## config.mk

```make
export PLATFORM = sky130hd
export DESIGN_NAME = debug_trace_serializer_flat
export DESIGN_NICKNAME = d
export VERILOG_FILES = /design/src/rtl/debug_trace_serializer_if.sv /design/src/rtl/debug_trace_serializer.sv /design/src/flat_wrapper.sv
export SDC_FILE = /design/constraint.sdc
export NUM_CORES = 1
export LEC_CHECK = 0
export ABC_AREA = 1
export CAP_MARGIN = 20
export CORE_AREA = 3 3 298 300
export CTS_CLUSTER_DIAMETER = 80
export DETAILED_ROUTE_END_ITERATION = 10
export DIE_AREA = 0 0 301 303
export PLACE_DENSITY = 0.46
export SLEW_MARGIN = 20
export SYNTH_ARGS = -nofsm -noshare
export SYNTH_HDL_FRONTEND = slang
export SYNTH_SLANG_ARGS = --single-unit
```

## constraint.sdc

```tcl
create_clock -name aclk -period 6.3 [get_ports aclk]
set_input_delay 1.89 -clock aclk [delete_from_list [all_inputs] [get_ports aclk]]
set_output_delay 1.89 -clock aclk [all_outputs]
set_load 0.05 [all_outputs]
```

## src/rtl/debug_trace_serializer_if.sv

```systemverilog
// debug_trace_serializer_if: write-back debug bus in, nibble-serial trace out.
// Carries debug_wb_pc/instr/rf_wdata and mode toward the serializer.
// Carries data/data_valid/frame_start/overflow_cnt back from it.
interface debug_trace_serializer_if #(parameter int CNT_W = 8);
  logic [31:0] debug_wb_pc;
  logic [31:0] debug_wb_instr;
  logic [31:0] debug_wb_rf_wdata;
  logic [1:0] mode;
  logic [3:0] data;
  logic data_valid;
  logic frame_start;
  logic [CNT_W-1:0] overflow_cnt;
  modport master (
    output debug_wb_pc, debug_wb_instr, debug_wb_rf_wdata, mode,
    input data, data_valid, frame_start, overflow_cnt
  );
  modport slave (
    input debug_wb_pc, debug_wb_instr, debug_wb_rf_wdata, mode,
    output data, data_valid, frame_start, overflow_cnt
  );
endinterface

```

## src/rtl/debug_trace_serializer.sv

```systemverilog
// debug_trace_serializer: buffers retired commit records and streams them as nibble frames.
// Ports: aclk (CPU clock), aresetn (async active-low reset), bus (slave side of
// debug_trace_serializer_if: write-back debug bus and mode in; data, data_valid,
// frame_start and saturating overflow_cnt out).
module debug_trace_serializer #(
  parameter int DEPTH = 4,
  parameter int CNT_W = 8
) (
  input logic aclk,
  input logic aresetn,
  debug_trace_serializer_if.slave bus
);
  localparam int AW = $clog2(DEPTH);
  typedef enum logic {IDLE, SHIFT} state_t;
  state_t state, state_nx;
  logic [95:0] mem [DEPTH];
  logic [AW:0] wr_ptr, rd_ptr;
  logic [31:0] last_pc;
  logic [95:0] sr;
  logic [1:0] fmode;
  logic [4:0] nib_cnt;
  logic [CNT_W-1:0] ovf;
  logic empty, full, cap, load, flush, push, drop;
  logic [3:0] data;
  logic data_valid, frame_start;
  assign empty = wr_ptr == rd_ptr;
  assign full = wr_ptr == {~rd_ptr[AW], rd_ptr[AW-1:0]};
  assign cap = bus.mode != 2'd0 && bus.debug_wb_pc != last_pc;
  assign load = state == IDLE && !empty && bus.mode != 2'd0;
  assign flush = state == IDLE && !empty && bus.mode == 2'd0;
  // a pop on the same edge frees the slot, so a full FIFO still accepts the record
  assign push = cap && (!full || load);
  assign drop = cap && full && !load;
  always_comb begin
    state_nx = state;
    data = 4'h0;
    data_valid = 1'b0;
    frame_start = 1'b0;
    if (state == IDLE) begin
      state_nx = load ? SHIFT : IDLE;
    end else begin
      data = sr[95:92];
      data_valid = 1'b1;
      // nib_cnt still holds its load value only on the first nibble
      frame_start = nib_cnt == {fmode, 3'b000} - 5'd1;
      state_nx = nib_cnt == 5'd0 ? IDLE : SHIFT;
    end
  end
  always_ff @(posedge aclk or negedge aresetn)
    if (!aresetn) state <= IDLE;
    else state <= state_nx;
  always_ff @(posedge aclk)
    if (push) mem[wr_ptr[AW-1:0]] <= {bus.debug_wb_pc, bus.debug_wb_instr, bus.debug_wb_rf_wdata};
  always_ff @(posedge aclk or negedge aresetn) begin
    if (!aresetn) begin
      wr_ptr <= '0;
      rd_ptr <= '0;
      last_pc <= '0;
      sr <= '0;
      fmode <= 2'd0;
      nib_cnt <= 5'd0;
      ovf <= '0;
    end else begin
      last_pc <= bus.debug_wb_pc;
      if (push) wr_ptr <= wr_ptr + 1'b1;
      rd_ptr <= flush ? wr_ptr : load ? rd_ptr + 1'b1 : rd_ptr;
      if (drop && ovf != '1) ovf <= ovf + 1'b1;
      if (load) begin
        sr <= mem[rd_ptr[AW-1:0]];
        fmode <= bus.mode;
        nib_cnt <= {bus.mode, 3'b000} - 5'd1;
      end else if (state == SHIFT) begin
        sr <= sr << 4;
        nib_cnt <= nib_cnt - 5'd1;
      end
    end
  end
  assign bus.data = data;
  assign bus.data_valid = data_valid;
  assign bus.frame_start = frame_start;
  assign bus.overflow_cnt = ovf;
endmodule

```

## src/flat_wrapper.sv

```systemverilog
// flat-port wrapper written by rule: the top's interface ports become plain ports
module debug_trace_serializer_flat 
#(
  parameter int DEPTH = 4,
  parameter int CNT_W = 8
)
  (aclk, aresetn, bus_debug_wb_pc, bus_debug_wb_instr, bus_debug_wb_rf_wdata, bus_mode, bus_data, bus_data_valid, bus_frame_start, bus_overflow_cnt);
  debug_trace_serializer_if #(.CNT_W(CNT_W)) bus_i ();
  input logic aclk;
  input logic aresetn;
  input wire logic [$bits(bus_i.debug_wb_pc)-1:0] bus_debug_wb_pc;
  input wire logic [$bits(bus_i.debug_wb_instr)-1:0] bus_debug_wb_instr;
  input wire logic [$bits(bus_i.debug_wb_rf_wdata)-1:0] bus_debug_wb_rf_wdata;
  input wire logic [$bits(bus_i.mode)-1:0] bus_mode;
  output wire logic [$bits(bus_i.data)-1:0] bus_data;
  output wire logic [$bits(bus_i.data_valid)-1:0] bus_data_valid;
  output wire logic [$bits(bus_i.frame_start)-1:0] bus_frame_start;
  output wire logic [$bits(bus_i.overflow_cnt)-1:0] bus_overflow_cnt;
  assign bus_i.debug_wb_pc = bus_debug_wb_pc;
  assign bus_i.debug_wb_instr = bus_debug_wb_instr;
  assign bus_i.debug_wb_rf_wdata = bus_debug_wb_rf_wdata;
  assign bus_i.mode = bus_mode;
  assign bus_data = bus_i.data;
  assign bus_data_valid = bus_i.data_valid;
  assign bus_frame_start = bus_i.frame_start;
  assign bus_overflow_cnt = bus_i.overflow_cnt;
  debug_trace_serializer #(.DEPTH(DEPTH), .CNT_W(CNT_W)) u_core (.aclk(aclk), .aresetn(aresetn), .bus(bus_i));
endmodule
```

## Word level (Yosys, flattened, before mapping)

Memory sizes are Yosys's and may differ from the RTL's.
Index checks and enable logic that the tools add are counted.

| word-level totals | value |
|---|---|
| register bits after elaboration | 150 |
| RAM bits | 384 |
| bits of input ports | 100 |
| output and inout port bits | 14 |
| logic and storage cells | 53 |
| memories kept | 1 |

| cells by class | value |
|---|---|
| add/sub/neg operators | 6 |
| equality and inequality tests | 5 |
| mux-type cells | 14 |
| bitwise gates (word level) | 2 |
| reductions and logical operators | 17 |

Memories:

| name | words | bits a word | read ports | clocked after Yosys merged registers in | wr ports | RTL line | source |
|---|---|---|---|---|---|---|---|
| u_core.mem | 4 | 96 | 1 | 0 | 1 | debug_trace_serializer.sv:16 | `logic [95:0] mem [DEPTH];` |

Operators by type and width:

| kind | count |
|---|---|
| 96-bit 2-to-1 mux | 2 |
| 32-bit inequality test | 1 |
| 5-bit by 1-bit subtractor with 5-bit output, second input constant | 3 |
| 5-bit 2-to-1 mux | 2 |
| 8-bit by 1-bit adder with 8-bit output, second input constant | 1 |
| 1-bit logical AND | 8 |
| 8-bit inequality test, second input constant | 1 |
| 1-bit 2-to-1 mux | 7 |
| 3-bit by 1-bit adder with 3-bit output, second input constant | 2 |
| 3-bit equality test | 2 |
| 3-bit 2-to-1 mux | 2 |
| 2-bit nonzero test | 3 |
| 5-bit equality test | 1 |
| 5-bit zero test | 1 |
| 4-bit 2-to-1 mux | 1 |
| 1-bit zero test | 3 |
| 2-bit zero test | 1 |
| 1-bit inverter | 2 |
| 1-bit logical OR | 1 |

## Longest topological paths before layout

Gate-level depths: netlist (run 1).

| logic depth | value |
|---|---|
| depth in word-level cells | 8 |
| depth in mapped cells | 12 |
| depth with buffers taken out | 12 |

## Worst setup path after synthesis (run 1)

Ideal clock, no wire load.

| timing | value |
|---|---|
| path type | input to register |
| start | input port bus_debug_wb_pc[9] |
| end | memory u_core.mem[0][0] (enable) |
| library setup time | 0.552 ns |
| data arrival time | 6.688 ns |
| slack | -0.940 ns |
| cell stages on the path | 11 |
| cells stage by stage | nand2_1 inv_1 nor2_1 nor2_1 nand2_1 nor2_1 nand2_1 nor2_1 nor2_2 nand2_1 nor2_1 |

| on the way | value |
|---|---|
| word-level cells in the longest chain between the ends | 5 |

Ends and longest elaborated chain:

| item | RTL line | source |
|---|---|---|
| start: declaration | flat_wrapper.sv:11 | `input wire logic [$bits(bus_i.debug_wb_pc)-1:0] bus_debug_wb_pc;` |
| 32-bit inequality test | debug_trace_serializer.sv:28 | `assign cap = bus.mode != 2'd0 && bus.debug_wb_pc != last_pc;` |
| 1-bit logical AND | debug_trace_serializer.sv:28 |  |
| 1-bit logical AND | debug_trace_serializer.sv:32 | `assign push = cap && (!full \|\| load);` |
| 1-bit 2-to-1 mux | debug_trace_serializer.sv:53 | `if (push) mem[wr_ptr[AW-1:0]] <= {bus.debug_wb_pc, bus.debug_wb_instr, bus.debug_wb_rf_wdata};` |
| 1-bit 2-to-1 mux (implied by the code) | debug_trace_serializer.sv:53 |  |
| end: declaration | debug_trace_serializer.sv:16 |  |

Every way passes these cells.

## Worst setup path in the final report (run 1)

| timing | value |
|---|---|
| start | register u_core.fmode[0] |
| end | output port bus_frame_start |

| on the way | value |
|---|---|
| word-level cells in the longest chain between the ends | 3 |

Ends and longest elaborated chain:

| item | RTL line | source |
|---|---|---|
| start: declaration | debug_trace_serializer.sv:20 | `logic [1:0] fmode;` |
| start signal: assignment | debug_trace_serializer.sv:70 | `fmode <= bus.mode;` |
| 5-bit by 1-bit subtractor with 5-bit output | debug_trace_serializer.sv:45 | `frame_start = nib_cnt == {fmode, 3'b000} - 5'd1;` |
| 5-bit equality test | debug_trace_serializer.sv:45 |  |
| 1-bit 2-to-1 mux | debug_trace_serializer.sv:39 | `if (state == IDLE) begin` |
| end: declaration | flat_wrapper.sv:17 | `output wire logic [$bits(bus_i.frame_start)-1:0] bus_frame_start;` |

Every way passes these cells.

==> impl_metrics.py, run 1 <==
metrics = {
    "placed_design": {
        "hpwl_um": 31400,
        "numPortBuffers": 113,
        "dp_slack_ps": 1150,
        "gp_congestion": 0.727,
    },
    "floorplanning": {
        "rows": 108,
        "core_um2": 86500,
        "die_w_um": 301,
        "ios": 114,
        "dieHeight_um": 303,
        "dieArea_um2": 91200,
        "start_util": 0.250,
    },
    "clocking": {
        "cts_sinks": 534,
        "hold_buffers": 0,
        "cts_buffers": 58,
        "h-tree-depth": 2,
        "post_cts_resized": 0,
        "cts.clk_slew.worst_paths_ps": 60,
        "post_cts_buffers": 0,
        "cts_tree": "yes",
        "clk_path_buf_depth": 3,
        "cts-root-buf": "clkbuf_16",
        "insertion_delay_ps": 620,
    },
    "layout": {
        "drive_gt1_frac": 0.0637,
        "area_delta_synth_final_pct": 20.9,
        "num-nets-final": 2163,
        "fillerInstances": 8821,
        "n_antenna_cell": 0,
    },
    "grt": {
        "antenna_found_initial": 4,
        "overflow": 0,
        "grt_start_max_net_pins": 99,
        "grt_use_total": 0.120,
        "first_global_vias": 14200,
        "grt_pass1_wl_um": 84400,
    },
    "power_and_ir_drop": {
        "power.density_nw_per_um2": 479,
        "p_sw_frac": 0.346,
        "p_sw_mw": 4.32,
        "total_power_mw": 12.5,
        "cellInternalPower_mw": 8.18,
        "power.leakage_nw": 10.3,
        "p_clk_frac": 0.286,
        "peakVddDrop_v": 0.000283,
        "combPwrFrac": 0.271,
        "seq_power_share": 0.442,
    },
    "drt": {
        "wl_um": 54600,
        "drt_pass1_iterations": 5,
        "drcViolationCount": 0,
        "viasPerCell": 4.24,
        "vias": 13800,
        "postRouteAntennaNets": 0,
        "routedWlPerCell_um": 16.8,
        "first_iter_violations": 763,
    },
    "critical_path": {
        "slowest_stage": "clkdlybuf4s50_1",
        "arrival_ps": 2930,
        "max_stage_delay_ps": 950,
        "worstPathRequired_ps": 4410,
        "cp_cell_sequence": "xnor2_1 -> xor2_1 -> nor3_1 -> clkdlybuf4s50_1",
        "crit_path_end_kind": "output port",
        "crit_path_start_kind": "flop",
        "crit_fanout": 3,
        "critPathKind": "reg -> out",
    },
    "timing": {
        "worstMarginPinSlew_ps": 994,
        "relSlewSlack": 0.338,
        "fin_skew_ps": 24.8,
        "finalSetupViolations": 0,
        "finalWorstSetupSlack_ps": 1480,
        "fmax_mhz": 207,
        "period_needed_ps": 4820,
        "hold_slack_ps": 477,
        "finalCritPeriodShare": 0.765,
        "rsz0062_at_grt": "false",
        "final-hold-violation-count": 0,
        "setup_tns_ps": 0,
        "final_max_slew_viol_count": 0,
    },
    "synthesis": {
        "syn_nets": 2061,
        "syn_area_um2": 21600,
        "yosys_warnings": 0,
        "synth.distinct_cells": 25,
        "synth-seq-area-share": 0.708,
        "syn_inst": 1951,
        "ys_ff_latch": 534,
        "avgSynthCellArea_um2": 11.1,
    },
    "min_path": {
        "hp-class": "reg -> reg",
    },
    "outcome": {
        "status": "completed",
    },
    "job": {
        "cap_violations": 0,
    },
}
per-layer routing:
| metal | track usage | wire, µm | share of wire | vias to the layer above |
|---|---|---|---|---|
| met5 | 0 | 9 | 0.00016 | - |
| met4 | 0.0270 | 996 | 0.018 | 2 |
| met3 | 0.0227 | 2240 | 0.041 | 88 |
| met2 | 0.211 | 26900 | 0.49 | 219 |
| met1 | 0.153 | 24500 | 0.45 | 6716 |
| li1 | - | - | - | 6792 |
logic make-up (layout without fill, tap and decap cells):
group | Yosys count | in the layout | synth area share
compound gates | 212 | 212 | 0.0502
fa+ha+maj | 10 | 10 | 0.00580
buf+inv | 284 | 435 | 0.0525
xor+xnor | 26 | 26 | 0.0105
flops | 534 | 534 | 0.708
simple gates | 885 | 885 | 0.173
metrics by stage:
| stage | instances | util | area (µm²) |
|---|---|---|---|
| floorplan | 1951 | - | 21600 |
| global placement | 3148 | 0.278 | 24100 |
| detailed placement | 3148 | 0.278 | 24100 |
| CTS | 3257 | 0.302 | 26100 |
| global route | 3257 | 0.302 | 26100 |
| finish | 3257 | 0.302 | 26100 |
final cells by class:
cell class	instances	area (µm²)	share of cell area
flip-flops and latches	534	15300	0.586
well taps	1155	1450	0.0554
multi-input cells	1133	5200	0.199
clock inverters	28	395	0.0151
repair buffers	137	1400	0.0538
clock buffers	81	1650	0.0631
inverters	189	717	0.0275
layout by cell type, fill, tap and decap left out, drive strengths merged:
cell           synthesis  final
bufinv                 0      7
nand4                 10     10
nor2                  52     52
edfxtp               384    384
ha                    10     10
clkbuf                49     81
o21ai                105    105
xor2                  12     12
clkinvlp               0      3
and2                   3      3
nand3                284    284
clkinv                 1     16
dfrtp                150    150
buf                   46     25
clkdlybuf4s50          0    112
o211ai                 9      9
nor3                   3      3
nand2                533    533
a21oi                 98     98
xnor2                 14     14
inv                  188    191
synth_stat cells (all sizes together):
library cell	instances	area share
edfxtp	384	0.53
xor2	12	0.0049
nor2	52	0.0099
and2	3	0.00087
clkbuf	49	0.0085
a21oi	98	0.023
nand4	10	0.0029
clkinv	1	0.00017
ha	10	0.0058
dfrtp	150	0.17
nor3	3	0.00070
o211ai	9	0.0031
xnor2	14	0.0057
nand3	284	0.066
o21ai	105	0.024
buf	46	0.011
nand2	533	0.093
inv	188	0.033
power by group through the flow:
| stage | sequential [mW] | combinational (mW) | clock (mW) |
|---|---|---|---|
| floorplan | 5.56 | 2.31 | 0 |
| global placement | 5.57 | 3.46 | 0 |
| detailed placement | 5.59 | 3.50 | 0 |
| CTS | 5.53 | 3.51 | 3.72 |
| global route | 5.64 | 3.88 | 3.85 |
| finish | 5.53 | 3.39 | 3.58 |
sequential cells by signal, indices dropped and copies added, names as in the netlist:
| register | flops |
|---|---|
| u_core.state | 1 |
| u_core.last_pc | 32 |
| u_core.nib_cnt | 5 |
| u_core.sr | 96 |
| u_core.bus.overflow_cnt | 8 |
| u_core.rd_ptr | 3 |
| u_core.mem | 384 |
| u_core.wr_ptr | 3 |
| u_core.fmode | 2 |
path summary, 6_finish.rpt:
check                                         endpoint                    startpoint  cells past startpoint  slack, ps
setup / recovery                       bus_frame_start   u_core.fmode[0]$_DFFE_PN0P_                      4       1480
setup reg to reg              u_core.sr[0]$_DFFE_PN0P_  u_core.rd_ptr[0]$_DFFE_PN0P_                      9       2410
hold reg to reg              u_core.sr[91]$_DFFE_PN0P_     u_core.sr[91]$_DFFE_PN0P_                      2        480
hold / removal               u_core.sr[91]$_DFFE_PN0P_     u_core.sr[91]$_DFFE_PN0P_                      2        480
min in group asynchronous  u_core.last_pc[0]$_DFF_PN0_                       aresetn                      1       1320
max in group asynchronous    u_core.sr[30]$_DFFE_PN0P_                       aresetn                      2       3830
critical path, delay by kind of cell, from the launching register on:
family	cells	cell delay [ps]
and+or+nand+nor	1	660
xor gates and xnor gates	2	300
DFF	1	410
buffers and inverters	1	950
Note: power is estimated with default switching activity, not from simulation.
==> run 2: changes to the inputs <==
==> constraint.sdc (replaced) <==
create_clock -name aclk -period 4.9 [get_ports aclk]
set_input_delay 1.47 -clock aclk [delete_from_list [all_inputs] [get_ports aclk]]
set_output_delay 1.47 -clock aclk [all_outputs]
set_load 0.05 [all_outputs]
==> impl_metrics.py, run 2 (synthesis results as in run 1) <==
metrics = {
    "critical_path": {
        "worstPathRequired_ps": 3430,
        "crit_end": "bus_frame_start",
        "max_stage_delay_ps": 940,
        "reg2reg_to": "u_core.sr[0]$_DFFE_PN0P_",
        "crit_fanout": 4,
        "reg2reg_depth": 9,
        "critPathKind": "reg -> out",
        "cp_cell_sequence": "ha_1 -> nand3_1 -> nor3_1 -> clkdlybuf4s50_1",
        "arrival_ps": 2690,
        "slowest_stage": "clkdlybuf4s50_1",
        "crit_path_end_kind": "output port",
        "critPathLaunch": "u_core.nib_cnt[1]$_DFFE_PN0P_",
        "rr_startpoint": "u_core.state$_DFF_PN0_",
        "crit_path_start_kind": "flop",
        "reg2reg_slack_ps": 1450,
    },
    "layout": {
        "area_delta_synth_final_pct": 22.0,
        "post-route-util": 0.305,
        "drive_gt1_frac": 0.0681,
        "layoutNonFillerInstCount": 3270,
        "num-nets-final": 2172,
        "mostFrequentLayoutCell": "nand2_1",
        "n_antenna_cell": 0,
        "largest_reg_flops": 384,
        "layout_common_cells": "532 x nand2_1, 384 x edfxtp_1, 284 x nand3_1",
    },
    "timing": {
        "setup_tns_ps": 0,
        "relSlewSlack": 0.281,
        "finalCritPeriodShare": 0.848,
        "fin_skew_ps": 20.6,
        "worstMarginPinSlew_ps": 1080,
        "period_needed_ps": 4160,
        "final-hold-violation-count": 0,
        "final_max_slew_viol_count": 0,
        "fmax_mhz": 241,
        "rsz0062_at_grt": "false",
        "finalWorstSetupSlack_ps": 744,
        "finalSetupViolations": 0,
    },
    "drt": {
        "routedWlPerCell_um": 16.8,
        "viasPerCell": 4.24,
        "postRouteAntennaNets": 0,
        "wl_um": 54800,
        "first_iter_violations": 839,
        "vias": 13800,
        "drt_pass1_iterations": 4,
        "drcViolationCount": 0,
    },
    "clocking": {
        "cts_sinks": 534,
        "cts.clk_slew.worst_paths_ps": 60,
        "insertion_delay_ps": 620,
        "cts_buffers": 61,
        "post_cts_resized": 0,
        "h-tree-depth": 2,
        "cts-root-buf": "clkbuf_16",
        "post_cts_buffers": 0,
        "hold_buffers": 0,
        "clk_path_buf_depth": 3,
        "cts_tree": "yes",
    },
    "floorplanning": {
        "dieHeight_um": 303,
        "dieArea_um2": 91200,
        "ios": 114,
        "die_w_um": 301,
        "rows": 108,
        "start_util": 0.250,
        "core_um2": 86500,
    },
    "grt": {
        "overflow": 0,
        "antenna_found_initial": 4,
        "first_global_vias": 14100,
        "grt_start_max_net_pins": 127,
        "grt_use_total": 0.121,
        "grt_pass1_wl_um": 84900,
    },
    "placed_design": {
        "hpwl_um": 32500,
        "placed_cells": 3154,
        "gp_congestion": 0.695,
        "dp_slack_ps": 289,
        "numPortBuffers": 113,
    },
    "job": {
        "cap_violations": 0,
    },
    "outcome": {
        "status": "completed",
    },
    "power_and_ir_drop": {
        "peakVddDrop_v": 0.000325,
        "power.leakage_nw": 10.4,
        "power.density_nw_per_um2": 622,
    },
    "min_path": {
        "hp-class": "reg -> reg",
    },
}
-- run 2: final cells by class --
class,count,area (µm²)
timing repair buffer,143,1520
clock buffer,78,1680
inverter,189,717
tap,1155,1450
multi-input combinational,1133,5200
sequential,534,15300
clock inverter,38,479
fill,8826,60100
-- run 2: layer usage --
layer / track usage / up-vias / part of all wire
li1: - / 6809 / -
met1: 0.157 / 6738 / 0.45
met2: 0.208 / 225 / 0.49
met3: 0.0220 / 73 / 0.042
met4: 0.0300 / 4 / 0.016
met5: 0 / - / 0.00047
-- run 2: through the flow --
stage	hold WS, ps	total power [mW]	area, µm²
5_1_grt	504	17.5	26300
4_1_cts	484	16.7	26300
2_1_floorplan	452	10.0	21600
3_3_place_gp	466	11.7	24200
3_5_place_dp	469	11.8	24200
6_report	481	16.4	26300
-- run 2: critical path, delay by kind of cell (launching register included) --
| kind | cells | cell delay [ps] |
|---|---|---|
| AND/OR/NAND/NOR | 2 | 580 |
| flip-flops | 1 | 390 |
| adder cells (fa/ha/maj) | 1 | 160 |
| buffers and inverters | 1 | 940 |
-- run 2: where the power goes --
group          internal, mW  total [mW]  leakage, nW  switching, mW
clock network          3.00        4.85         1.07           1.85
logic                  1.37        4.45         3.96           3.08
registers              6.48        7.08         5.38          0.599
total                  10.9        16.4         10.4           5.52
-- run 2: worst min-delay path by stage --
stage | start | cells after the start | endpoint | slack [ps]
5_1_grt | u_core.sr[82]$_DFFE_PN0P_ | 2 | u_core.sr[82]$_DFFE_PN0P_ | 500
2_1_floorplan | u_core.sr[10]$_DFFE_PN0P_ | 2 | u_core.sr[10]$_DFFE_PN0P_ | 450
4_1_cts | u_core.sr[82]$_DFFE_PN0P_ | 2 | u_core.sr[82]$_DFFE_PN0P_ | 480
6_report | u_core.sr[90]$_DFFE_PN0P_ | 2 | u_core.sr[90]$_DFFE_PN0P_ | 480
3_3_place_gp | u_core.sr[13]$_DFFE_PN0P_ | 2 | u_core.sr[13]$_DFFE_PN0P_ | 470
3_5_place_dp | u_core.sr[82]$_DFFE_PN0P_ | 2 | u_core.sr[82]$_DFFE_PN0P_ | 470
